<file path="src/rtl/ram8_ctrl_if.sv">
// Host and ram8 side signal bundle for ram8_ctrl.
// The controller takes the slave modport; the host/ram model takes the master modport.
interface ram8_ctrl_if;
    logic        wr_valid;
    logic        wr_ready;
    logic [2:0]  wr_addr;
    logic [15:0] wr_data;
    logic        rd_valid;
    logic        rd_ready;
    logic [2:0]  rd_addr;
    logic        rd_data_valid;
    logic [15:0] rd_data;
    logic        clr_start;
    logic [15:0] clr_value;
    logic        busy;
    logic [15:0] ram_in;
    logic [2:0]  ram_address;
    logic        ram_load;
    logic [15:0] ram_out;

    modport slave (
        input  wr_valid, wr_addr, wr_data, rd_valid, rd_addr, clr_start, clr_value, ram_out,
        output wr_ready, rd_ready, rd_data_valid, rd_data, busy, ram_in, ram_address, ram_load
    );

    modport master (
        output wr_valid, wr_addr, wr_data, rd_valid, rd_addr, clr_start, clr_value, ram_out,
        input  wr_ready, rd_ready, rd_data_valid, rd_data, busy, ram_in, ram_address, ram_load
    );
endinterface

</file>
<file path="src/rtl/ram8_ctrl.sv">
// Request sequencer for an 8x16 ram8: clear > write > read arbitration, 8-cycle clear sweep.
// Optional RAM8_CTRL_STATS_EN adds wr_count_o, a wrapping count of accepted host writes.
module ram8_ctrl #(
    parameter bit          CLR_AUTO   = 1'b0,
    parameter logic [15:0] RESET_FILL = 16'h0000
) (
    input  logic        clk_i,
    input  logic        reset_i,
    ram8_ctrl_if.slave  bus
`ifdef RAM8_CTRL_STATS_EN
    ,
    output logic [15:0] wr_count_o
`endif
);
    localparam logic [0:0] S_IDLE  = 1'b0;
    localparam logic [0:0] S_CLEAR = 1'b1;

    logic [0:0]  state_q, state_d;
    logic [2:0]  clr_idx_q, clr_idx_d;
    logic [15:0] clr_val_q, clr_val_d;
    logic        auto_q;
    logic [15:0] rd_data_q;
    logic        rd_vld_q;

    logic        wr_rdy, rd_rdy, ld;
    logic [2:0]  addr;
    logic [15:0] din;
    logic        wr_acc, rd_acc;

    always_comb begin
        state_d   = state_q;
        clr_idx_d = clr_idx_q;
        clr_val_d = clr_val_q;
        wr_rdy    = 1'b0;
        rd_rdy    = 1'b0;
        ld        = 1'b0;
        addr      = bus.rd_addr;
        din       = bus.wr_data;
        if (state_q == S_CLEAR) begin
            ld        = 1'b1;
            addr      = clr_idx_q;
            din       = clr_val_q;
            clr_idx_d = clr_idx_q + 3'd1;
            if (clr_idx_q == 3'd7) state_d = S_IDLE;
        end else if (bus.clr_start || auto_q) begin
            // The post-reset automatic sweep outranks a host clear request.
            state_d   = S_CLEAR;
            clr_idx_d = 3'd0;
            clr_val_d = auto_q ? RESET_FILL : bus.clr_value;
        end else if (!reset_i) begin
            wr_rdy = 1'b1;
            rd_rdy = !bus.wr_valid;
            if (bus.wr_valid) begin
                ld   = 1'b1;
                addr = bus.wr_addr;
            end
        end
    end

    assign wr_acc = bus.wr_valid & wr_rdy;
    assign rd_acc = bus.rd_valid & rd_rdy;

    always_ff @(posedge clk_i or posedge reset_i) begin
        if (reset_i) begin
            state_q   <= S_IDLE;
            clr_idx_q <= 3'd0;
            clr_val_q <= 16'h0000;
            auto_q    <= CLR_AUTO;
            rd_data_q <= 16'h0000;
            rd_vld_q  <= 1'b0;
        end else begin
            state_q   <= state_d;
            clr_idx_q <= clr_idx_d;
            clr_val_q <= clr_val_d;
            auto_q    <= 1'b0;
            rd_vld_q  <= rd_acc;
            if (rd_acc) rd_data_q <= bus.ram_out;
        end
    end

    assign bus.wr_ready      = wr_rdy;
    assign bus.rd_ready      = rd_rdy;
    assign bus.ram_load      = ld;
    assign bus.ram_address   = addr;
    assign bus.ram_in        = din;
    assign bus.busy          = (state_q == S_CLEAR);
    assign bus.rd_data       = rd_data_q;
    assign bus.rd_data_valid = rd_vld_q;

`ifdef RAM8_CTRL_STATS_EN
    logic [15:0] wr_cnt_q;

    always_ff @(posedge clk_i or posedge reset_i) begin
        if (reset_i)     wr_cnt_q <= 16'h0000;
        else if (wr_acc) wr_cnt_q <= wr_cnt_q + 16'd1;
    end

    assign wr_count_o = wr_cnt_q;
`endif
endmodule

</file>
<file path="src/flat_wrapper.sv">
// flat-port wrapper written by rule: the top's interface ports become plain ports
module ram8_ctrl_flat 
#(
    parameter bit          CLR_AUTO   = 1'b0,
    parameter logic [15:0] RESET_FILL = 16'h0000
)
  (clk_i, reset_i, bus_wr_valid, bus_wr_addr, bus_wr_data, bus_rd_valid, bus_rd_addr, bus_clr_start, bus_clr_value, bus_ram_out, bus_wr_ready, bus_rd_ready, bus_rd_data_valid, bus_rd_data, bus_busy, bus_ram_in, bus_ram_address, bus_ram_load);
  ram8_ctrl_if bus_i ();
  input  logic clk_i;
  input  logic reset_i;
  input wire logic [$bits(bus_i.wr_valid)-1:0] bus_wr_valid;
  input wire logic [$bits(bus_i.wr_addr)-1:0] bus_wr_addr;
  input wire logic [$bits(bus_i.wr_data)-1:0] bus_wr_data;
  input wire logic [$bits(bus_i.rd_valid)-1:0] bus_rd_valid;
  input wire logic [$bits(bus_i.rd_addr)-1:0] bus_rd_addr;
  input wire logic [$bits(bus_i.clr_start)-1:0] bus_clr_start;
  input wire logic [$bits(bus_i.clr_value)-1:0] bus_clr_value;
  input wire logic [$bits(bus_i.ram_out)-1:0] bus_ram_out;
  output wire logic [$bits(bus_i.wr_ready)-1:0] bus_wr_ready;
  output wire logic [$bits(bus_i.rd_ready)-1:0] bus_rd_ready;
  output wire logic [$bits(bus_i.rd_data_valid)-1:0] bus_rd_data_valid;
  output wire logic [$bits(bus_i.rd_data)-1:0] bus_rd_data;
  output wire logic [$bits(bus_i.busy)-1:0] bus_busy;
  output wire logic [$bits(bus_i.ram_in)-1:0] bus_ram_in;
  output wire logic [$bits(bus_i.ram_address)-1:0] bus_ram_address;
  output wire logic [$bits(bus_i.ram_load)-1:0] bus_ram_load;
  assign bus_i.wr_valid = bus_wr_valid;
  assign bus_i.wr_addr = bus_wr_addr;
  assign bus_i.wr_data = bus_wr_data;
  assign bus_i.rd_valid = bus_rd_valid;
  assign bus_i.rd_addr = bus_rd_addr;
  assign bus_i.clr_start = bus_clr_start;
  assign bus_i.clr_value = bus_clr_value;
  assign bus_i.ram_out = bus_ram_out;
  assign bus_wr_ready = bus_i.wr_ready;
  assign bus_rd_ready = bus_i.rd_ready;
  assign bus_rd_data_valid = bus_i.rd_data_valid;
  assign bus_rd_data = bus_i.rd_data;
  assign bus_busy = bus_i.busy;
  assign bus_ram_in = bus_i.ram_in;
  assign bus_ram_address = bus_i.ram_address;
  assign bus_ram_load = bus_i.ram_load;
  ram8_ctrl #(.CLR_AUTO(CLR_AUTO), .RESET_FILL(RESET_FILL)) u_core (.clk_i(clk_i), .reset_i(reset_i), .bus(bus_i));
endmodule
</file>
<file path="config.mk">
export PLATFORM = sky130hd
export DESIGN_NAME = ram8_ctrl_flat
export DESIGN_NICKNAME = d
export VERILOG_FILES = /design/src/rtl/ram8_ctrl_if.sv /design/src/rtl/ram8_ctrl.sv /design/src/flat_wrapper.sv
export SDC_FILE = /design/constraint.sdc
export NUM_CORES = 1
export LEC_CHECK = 0
export BUFFER_PORTS_ARGS = -buffer_cell sky130_fd_sc_hd__buf_2
export CAP_MARGIN = 25
export CORE_ASPECT_RATIO = 0.6
export CORE_UTILIZATION = 39
export DETAILED_ROUTE_END_ITERATION = 16
export HOLD_SLACK_MARGIN = 0.02
export PLACE_DENSITY = 0.75
export SYNTH_ARGS = -nofsm -noshare
export SYNTH_HDL_FRONTEND = slang
export SYNTH_SLANG_ARGS = --single-unit
</file>
<file path="constraint.sdc">
create_clock -name clk_i -period 1.3 [get_ports clk_i]
set_clock_uncertainty 0.05 [all_clocks]
set_input_delay 0.13 -clock clk_i [delete_from_list [all_inputs] [get_ports clk_i]]
set_output_delay 0.13 -clock clk_i [all_outputs]
set_load 0.01 [all_outputs]
</file>
==> Word level (Yosys, flattened, before mapping) <==
Index checks and enable logic that the tools add are counted.
{ "word_totals": {"ff_bits": 37, "inputBits": 59, "output_inout_bits": 40, "word_cells": 32} }
{ "classes": {"add_sub_neg": 1, "eq_ne": 1, "muxes": 20, "n_bitwise": 2, "n_reduce_logical": 3} }
{ "ops": {"columns": ["cell", "n"], "rows": [
  ["3-bit 2-to-1 mux", 6],
  ["16-bit 2-to-1 mux", 1],
  ["1-bit 2-to-1 mux", 13],
  ["3-bit by 1-bit adder with 3-bit output, second input constant", 1],
  ["3-bit equality test, second input constant", 1],
  ["2-bit AND reduction", 1],
  ["2-bit nonzero test", 1],
  ["1-bit AND", 1],
  ["1-bit zero test", 1],
  ["1-bit NOT", 1]
]} }

==> Logic depth before layout (Yosys ltp) <==
Gate-level depths: netlist of the first run.
{ "depth": {"ltp_word": 5, "depth_mapped": 4, "depth_no_buf": 4} }

==> Worst setup path after synthesis of the first run <==
OpenSTA, ideal clock, no wires.
{ "synth_path": {"path_type": "flip-flop to flip-flop", "from": "register u_core.state_q, in the netlist u_core.bus.busy", "to": "register u_core.rd_data_q[10], in the netlist u_core.bus.rd_data[10]", "setup_time_ps": 125, "arrival_time_ps": 1368, "t_required_ps": 1125, "path_slack_ps": -243, "stages_incl_launch_ff": 5, "n_path_buf": 1, "synth_period_minus_slack_ps": 1543, "path_cell_list": "dfrtp_1 > nor3_4 > nand3b_4 > buf_6 > mux2_4"} }
{ "synth_between": {"elab_chain_len": 2} }
{ "synth_lines": {"columns": ["element", "line_no", "rtl"], "rows": [
  ["start, declared", "ram8_ctrl.sv:18", "logic [0:0] state_q, state_d;"],
  ["start signal, assigned", "ram8_ctrl.sv:72", "state_q <= state_d;"],
  ["1-bit 2-to-1 mux", "ram8_ctrl.sv:39", "if (state_q == S_CLEAR) begin"],
  ["1-bit AND", "ram8_ctrl.sv:61", "assign rd_acc = bus.rd_valid & rd_rdy;"],
  ["end signal, assigned", "ram8_ctrl.sv:77", "if (rd_acc) rd_data_q <= bus.ram_out;"],
  ["end, declared", "ram8_ctrl.sv:22", "logic [15:0] rd_data_q;"]
]} }
Every way passes these cells.
A chain may end at the register's enable or synchronous reset.

==> Worst setup path after layout of the first run <==
{ "layout_path": {"from": "register u_core.state_q, in the netlist u_core.bus.busy", "to": "output bus_ram_in[3]"} }
{ "layout_between": {"elab_chain_len": 1} }
{ "layout_lines": {"columns": ["element", "line_no", "rtl"], "rows": [
  ["16-bit 2-to-1 mux", "ram8_ctrl.sv:39", null],
  ["end, declared", "flat_wrapper.sv:24", "output wire logic [$bits(bus_i.ram_in)-1:0] bus_ram_in;"]
]} }
Every way passes these cells.

==> results of run 1 <==
## metrics by stage
stage / instance area, um2 / utilization (%) / hold WS (ns)
2_1_floorplan: 1800 / - / 0.187
3_3_place_gp: 2400 / 57.3 / 0.260
3_5_place_dp: 2400 / 57.3 / 0.269
4_1_cts: 2590 / 61.9 / 0.0202
5_1_grt: 2730 / 65.2 / 0.0217
6_report: 2730 / 65.2 / 0.0284
## layout by cell type (no fill, tap or decap)
master / Yosys / layout
a21oi_1: 7 / 6
clkinv_2: 0 / 2
mux2_4: 9 / 21
nand2b_4: 0 / 1
nor3b_1: 1 / 1
a21o_1: 1 / 1
nor4_2: 0 / 1
dfrtp_2: 0 / 1
nor3_4: 1 / 1
buf_12: 0 / 3
clkbuf_8: 0 / 5
nand2b_1: 3 / 2
nor2b_1: 4 / 2
or3b_2: 1 / 1
buf_4: 1 / 7
buf_6: 1 / 11
a21oi_2: 0 / 1
mux2_2: 39 / 27
nand2_1: 5 / 5
clkbuf_16: 0 / 2
buf_2: 2 / 87
nand3b_4: 1 / 1
nor2b_4: 0 / 2
clkinvlp_4: 0 / 1
dfrtp_1: 37 / 36
ha_1: 2 / 2
nor2_1: 1 / 1
o21ai_0: 2 / 2
dlygate4sd3_1: 0 / 6
inv_1: 2 / 2
## flip-flops by register name, summed over array words and instances, names as in the netlist
| register | count |
|---|---|
| u_core.bus.rd_data_valid | 1 |
| u_core.clr_idx_q | 3 |
| u_core.bus.rd_data | 16 |
| u_core.clr_val_q | 16 |
| u_core.bus.busy | 1 |
## power groups by stage
stage / Combinational [mW] / Clock, mW / Sequential (mW)
floorplan: 1.58 / 0 / 2.01
global placement: 2.46 / 0 / 1.98
detailed placement: 2.51 / 0 / 1.99
CTS: 2.68 / 0.784 / 1.97
global route: 3.28 / 0.827 / 2.06
finish: 3.04 / 0.756 / 2.00
## how the worst max path moves through the flow
stage | start | end | slack (ns) | cells after the start
after floorplan | u_core.bus.busy$_DFF_PP0_ | u_core.bus.rd_data[10]$_DFFE_PP0P_ | -0.15 | 4
after global placement | u_core.bus.busy$_DFF_PP0_ | bus_ram_in[7] | -0.07 | 3
after detailed placement | u_core.bus.busy$_DFF_PP0_ | bus_ram_in[7] | -0.11 | 3
after CTS | u_core.bus.busy$_DFF_PP0_ | bus_ram_in[7] | -0.24 | 3
after global routing | u_core.bus.busy$_DFF_PP0_ | bus_ram_in[11] | -0.30 | 3
final | u_core.bus.busy$_DFF_PP0_ | bus_ram_in[3] | -0.25 | 3
## area by class of cell
class / count / area [um2]
clock buffer: 5 / 68.8
clock inverter: 3 / 17.5
fill: 344 / 1460
inverter: 2 / 7.51
multi-input combinational: 78 / 855
sequential: 37 / 927
tap: 60 / 75.1
timing repair buffer: 116 / 782
## cells by family after synthesis
kind of cell | after synthesis | synth area share (%)
multiplexers | 48 | 32.9
buffers and inverters | 8 | 2.51
AND/OR/NAND/NOR | 18 | 7.16
AO/OA/AOI/OAI | 10 | 3.01
adder cells (fa/ha/maj) | 2 | 1.43
flip-flops | 37 | 53.0
## metal layers
metal | GRT usage [%] | vias to the layer above | share of wire [%]
li1 | - | 669 | -
met1 | 24.1 | 635 | 48
met2 | 25.3 | 64 | 44
met3 | 5.67 | 2 | 7.8
met4 | 5.65 | 0 | 0.42
met5 | 0 | - | 0
## worst reg2reg max path, cell delays in order, from the launching register on
cell and delay (ns):
dfrtp_2 0.47, buf_4 0.18, nor3_4 0.16, nand3b_4 0.10
buf_12 0.16, mux2_4 0.30
## what timing repair did
item / CTS / global route
setup endpoints to repair: 53 / 54
buffers inserted: 2 / 0
gates resized for setup: 7 / 16
endpoints found under the hold margin: 12 / 3
cloned: 1 / 1
hold buffers: 3 / 3
==> results.cfg, run 1 <==
[yosys]
synth_cell_types = 21
syn_nets = 184
yosysMostFrequentCell = mux2_2
ys_seq_area_share_pct = 53.0
synthFlopType = dfrtp_1
synth-edff-count = 0
synth_warnings = 0
ys_ff_latch = 37
synth.avg_cell_area_um2 = 14.2
synth.area.top_cells = dfrtp_1, mux2_2, mux2_4
yosys.area.top_type = dfrtp_1
synth_area_um2 = 1750
synth_cells = 123
synth.top_cell.area_share_pct = 53.0
synth-async-reset-ratio_pct = 100
synthTopCellsByCount = mux2_2, dfrtp_1, mux2_4

[worst_setup_path]
rr_worst_depth = 5
reg2reg_to = u_core.bus.rd_data[10]$_DFFE_PP0P_
cp-start-kind = register
crit_type = register to output port
cp.arrival_ns = 1.37
crit_chain = buf_12 > mux2_2 > buf_6
critPathSlowestCell = dfrtp_2
critical-path-top-delay-family = flip-flops
r2r_slack_ns = -0.23
critical-path-max-stage-delay_ns = 0.45
timing.rr.start = u_core.bus.busy$_DFF_PP0_
critical_path_buf_inv_count = 2
crit_fanout = 13
cp.required_ns = 1.12
cp-end-kind = output port

[floorplan]
coreArea_um2 = 4190
floorplan.initialDensity_pct = 41.7
die_h_um = 53.8
die_x_um = 88.4
pin_count = 99
row_count = 18
design.die.area_um2 = 4760

[outcome]
violations = setup timing
run_status = finished, violations left

[clock_tree]
numCtsBuffers = 5
cts.clk_slew.worst_paths_ns = 0.07
clk_latency_ns = 0.27
cts_tree = built
cts_max_level = 2
cts_buffer_depth = 2
clkSinkCount = 37
root_buffer = clkbuf_8

[worst_hold_path]
worstHoldPathCells = 2
min_path_type = primary input to register
hp-start = bus_clr_value[4]
worstHoldEndpoint = u_core.clr_val_q[4]$_DFFE_PP0P_

[sta]
fin_crit_ns = 1.55
setup_violations = 54
drv_slew = 0
max_freq_mhz = 644
setup_tns_ns = -10.69
post-route-period-util_pct = 119
hold_viol_final = 0
layout_setup_ws_ns = -0.252
rsz0062_at_grt = true
slew_headroom_pct = 77.4
worst_pin_slew_ns = 0.339

[placement]
dp_worst_setup_slack_ns = -0.109
gp_congestion = 0.695
hpwl_um = 2930
placed_cells = 283
port_buffers = 98

[pwr]
p_sw_share_pct = 32.2
irDropWorstVdd_uv = 1230
internal_power_mw = 3.93
powerDensity_nw_per_um2 = 2120
power_mw = 5.80
p_sw_mw = 1.87
pwr-share-clk_pct = 13.0
seqPwrFrac_pct = 34.5
leakage_nw = 1.48
comb_power_share_pct = 52.4

[global_routing]
antenna_found_initial = 0
track_usage_pct = 17.2
grt_max_degree = 28
overflow = 0
grt_first_pass_wirelength_um = 5840
grt_pass1_vias = 1221

[route]
wire_per_inst_um = 13.5
viasPerCell = 4.55
wl_um = 4080
vias = 1370
first_pass_iters = 3
antenna_left = 0
drc = 0
drt_iter0_markers = 16

[finish]
instances_no_fill = 301
syn_to_final_growth_pct = 56.4
n_antenna_cell = 0
nNetsFinal = 301
final_layout_size_suffix_gt1_share_pct = 72.6

[flow_run]
drv_cap = 0
Power figures use the tool's default switching activity.
==> run 2: changes to the inputs <==
--- a/config.mk
+++ b/config.mk
@@ -8,10 +8,11 @@
 export BUFFER_PORTS_ARGS = -buffer_cell sky130_fd_sc_hd__buf_2
 export CAP_MARGIN = 25
 export CORE_ASPECT_RATIO = 0.6
-export CORE_UTILIZATION = 39
+export CORE_UTILIZATION = 47
 export DETAILED_ROUTE_END_ITERATION = 16
 export HOLD_SLACK_MARGIN = 0.02
-export PLACE_DENSITY = 0.75
+export PLACE_DENSITY = 0.85
+export SETUP_SLACK_MARGIN = 0.2
 export SYNTH_ARGS = -nofsm -noshare
 export SYNTH_HDL_FRONTEND = slang
 export SYNTH_SLANG_ARGS = --single-unit
==> constraint.sdc (replaced) <==
create_clock -name clk_i -period 1.8 [get_ports clk_i]
set_clock_uncertainty 0.05 [all_clocks]
set_input_delay 0.09 -clock clk_i [delete_from_list [all_inputs] [get_ports clk_i]]
set_output_delay 0.09 -clock clk_i [all_outputs]
set_load 0.01 [all_outputs]
==> results.cfg, run 2 (synthesized netlist as in run 1, its figures left out) <==
[finish]
layout_common_cells = buf_2, mux2_2, dfrtp_1
multi_input_area_um2 = 783
area.sequential_um2 = 927
n_antenna_cell = 0
instances_no_fill = 306
nNetsFinal = 321
final_layout_size_suffix_gt1_share_pct = 61.7
fillers = 213
syn_to_final_growth_pct = 57.5
final_area_um2 = 2750
final_util_pct = 80.8
layout_commonest_cell = buf_2

[placement]
dpl_cell_area_um2 = 2300
placed_cells = 264
hpwl_um = 2850
port_buffers = 98
gp_congestion = 0.731
dp_worst_setup_slack_ns = 0.262

[sta]
rsz0062_at_grt = false
post-route-period-util_pct = 85.8
drv_slew = 0
max_freq_mhz = 647
hold_viol_final = 0
hold-worst-slack_ns = 0.128
layout_setup_ws_ns = 0.255
worst_pin_slew_ns = 0.413
setup_tns_ns = 0
fin_crit_ns = 1.54
slew_headroom_pct = 72.5
setup_violations = 0

[route]
first_pass_iters = 4
vias = 1481
drc = 0
viasPerCell = 4.84
wire_per_inst_um = 14.7
wl_um = 4480
antenna_left = 0
drt_iter0_markers = 28

[floorplan]
design.die.area_um2 = 3970
row_count = 16
die_x_um = 80.7
pin_count = 99
die_h_um = 49.2
floorplan.initialDensity_pct = 51.3
coreArea_um2 = 3400

[outcome]
run_status = finished, final reports clean

[pwr]
power_mw = 3.81
leakage_nw = 1.45
irDropWorstVdd_uv = 812
powerDensity_nw_per_um2 = 1380

[clock_tree]
clkSinkCount = 37
cts_max_level = 2
root_buffer = clkbuf_8
cts.clk_slew.worst_paths_ns = 0.07
cts_buffer_depth = 2
cts_tree = built
numCtsBuffers = 5
clk_latency_ns = 0.28

[global_routing]
grtUsageMet3_pct = 6.36
met2_usage_pct = 41.5
grt_pass1_vias = 1464
overflow = 0
grt_max_degree = 34
grt_first_pass_wirelength_um = 6950
top_usage_layer = met2
met1_usage_pct = 29.2
track_usage_pct = 24.0
antenna_found_initial = 0

[worst_setup_path]
cp-start-kind = register
critical-path-max-stage-delay_ns = 0.44
cp.required_ns = 1.66
cp.arrival_ns = 1.40
critical_path_buf_inv_count = 2
crit_fanout = 10
crit_type = register to output port
critical-path-top-delay-family = flip-flops
critPathSlowestCell = dfrtp_2
cp-end-kind = output port
crit_chain = buf_4 > mux2_2 > buf_2

[worst_hold_path]
min_path_type = primary input to register

[flow_run]
drv_cap = 0
## run 2: where the power goes
part           total, mW  leakage (nW)  internal (mW)  switching [mW]
registers           1.43         0.460           1.20           0.231
clock network      0.546        0.0395          0.275           0.271
logic               1.83         0.956           1.05           0.778
total               3.81          1.45           2.53            1.28
## run 2: worst paths after layout
kind	startpoint	endpoint	slack, ns	depth (start not counted)
hold reg to reg	u_core.clr_val_q[7]$_DFFE_PP0P_	u_core.clr_val_q[7]$_DFFE_PP0P_	0.45	1
min in group asynchronous	reset_i	u_core.bus.rd_data[1]$_DFFE_PP0P_	0.27	3
max in group asynchronous	reset_i	u_core.bus.busy$_DFF_PP0_	0.77	4
setup / recovery	u_core.bus.busy$_DFF_PP0_	bus_ram_in[13]	0.26	3
hold / removal	bus_clr_start	u_core.clr_idx_q[1]$_DFFE_PP0P_	0.13	2
setup reg to reg	u_core.bus.busy$_DFF_PP0_	u_core.clr_val_q[3]$_DFFE_PP0P_	0.27	3
## run 2: cell type report
class                      instances  share of cell area, %
clock buffer                       8                   2.91
inverter                           2                  0.273
multi-input combinational         78                   28.5
sequential                        37                   33.7
tap                               45                   2.05
timing repair buffer             136                   32.6
## run 2: repair_timing
action	4_1_cts	5_1_grt
pin swaps	0	1
resized for setup	2	3
hold buffers	33	0
hold endpoints to repair	36	0
setup buffers	0	1
endpoints found under the setup margin	14	25
## run 2: layer usage
| metal | routed length, um | vias up |
|---|---|---|
| li1 | - | 711 |
| met1 | 1910 | 699 |
| met2 | 2250 | 63 |
| met3 | 289 | 8 |
| met4 | 42 | 0 |
| met5 | 0 | - |
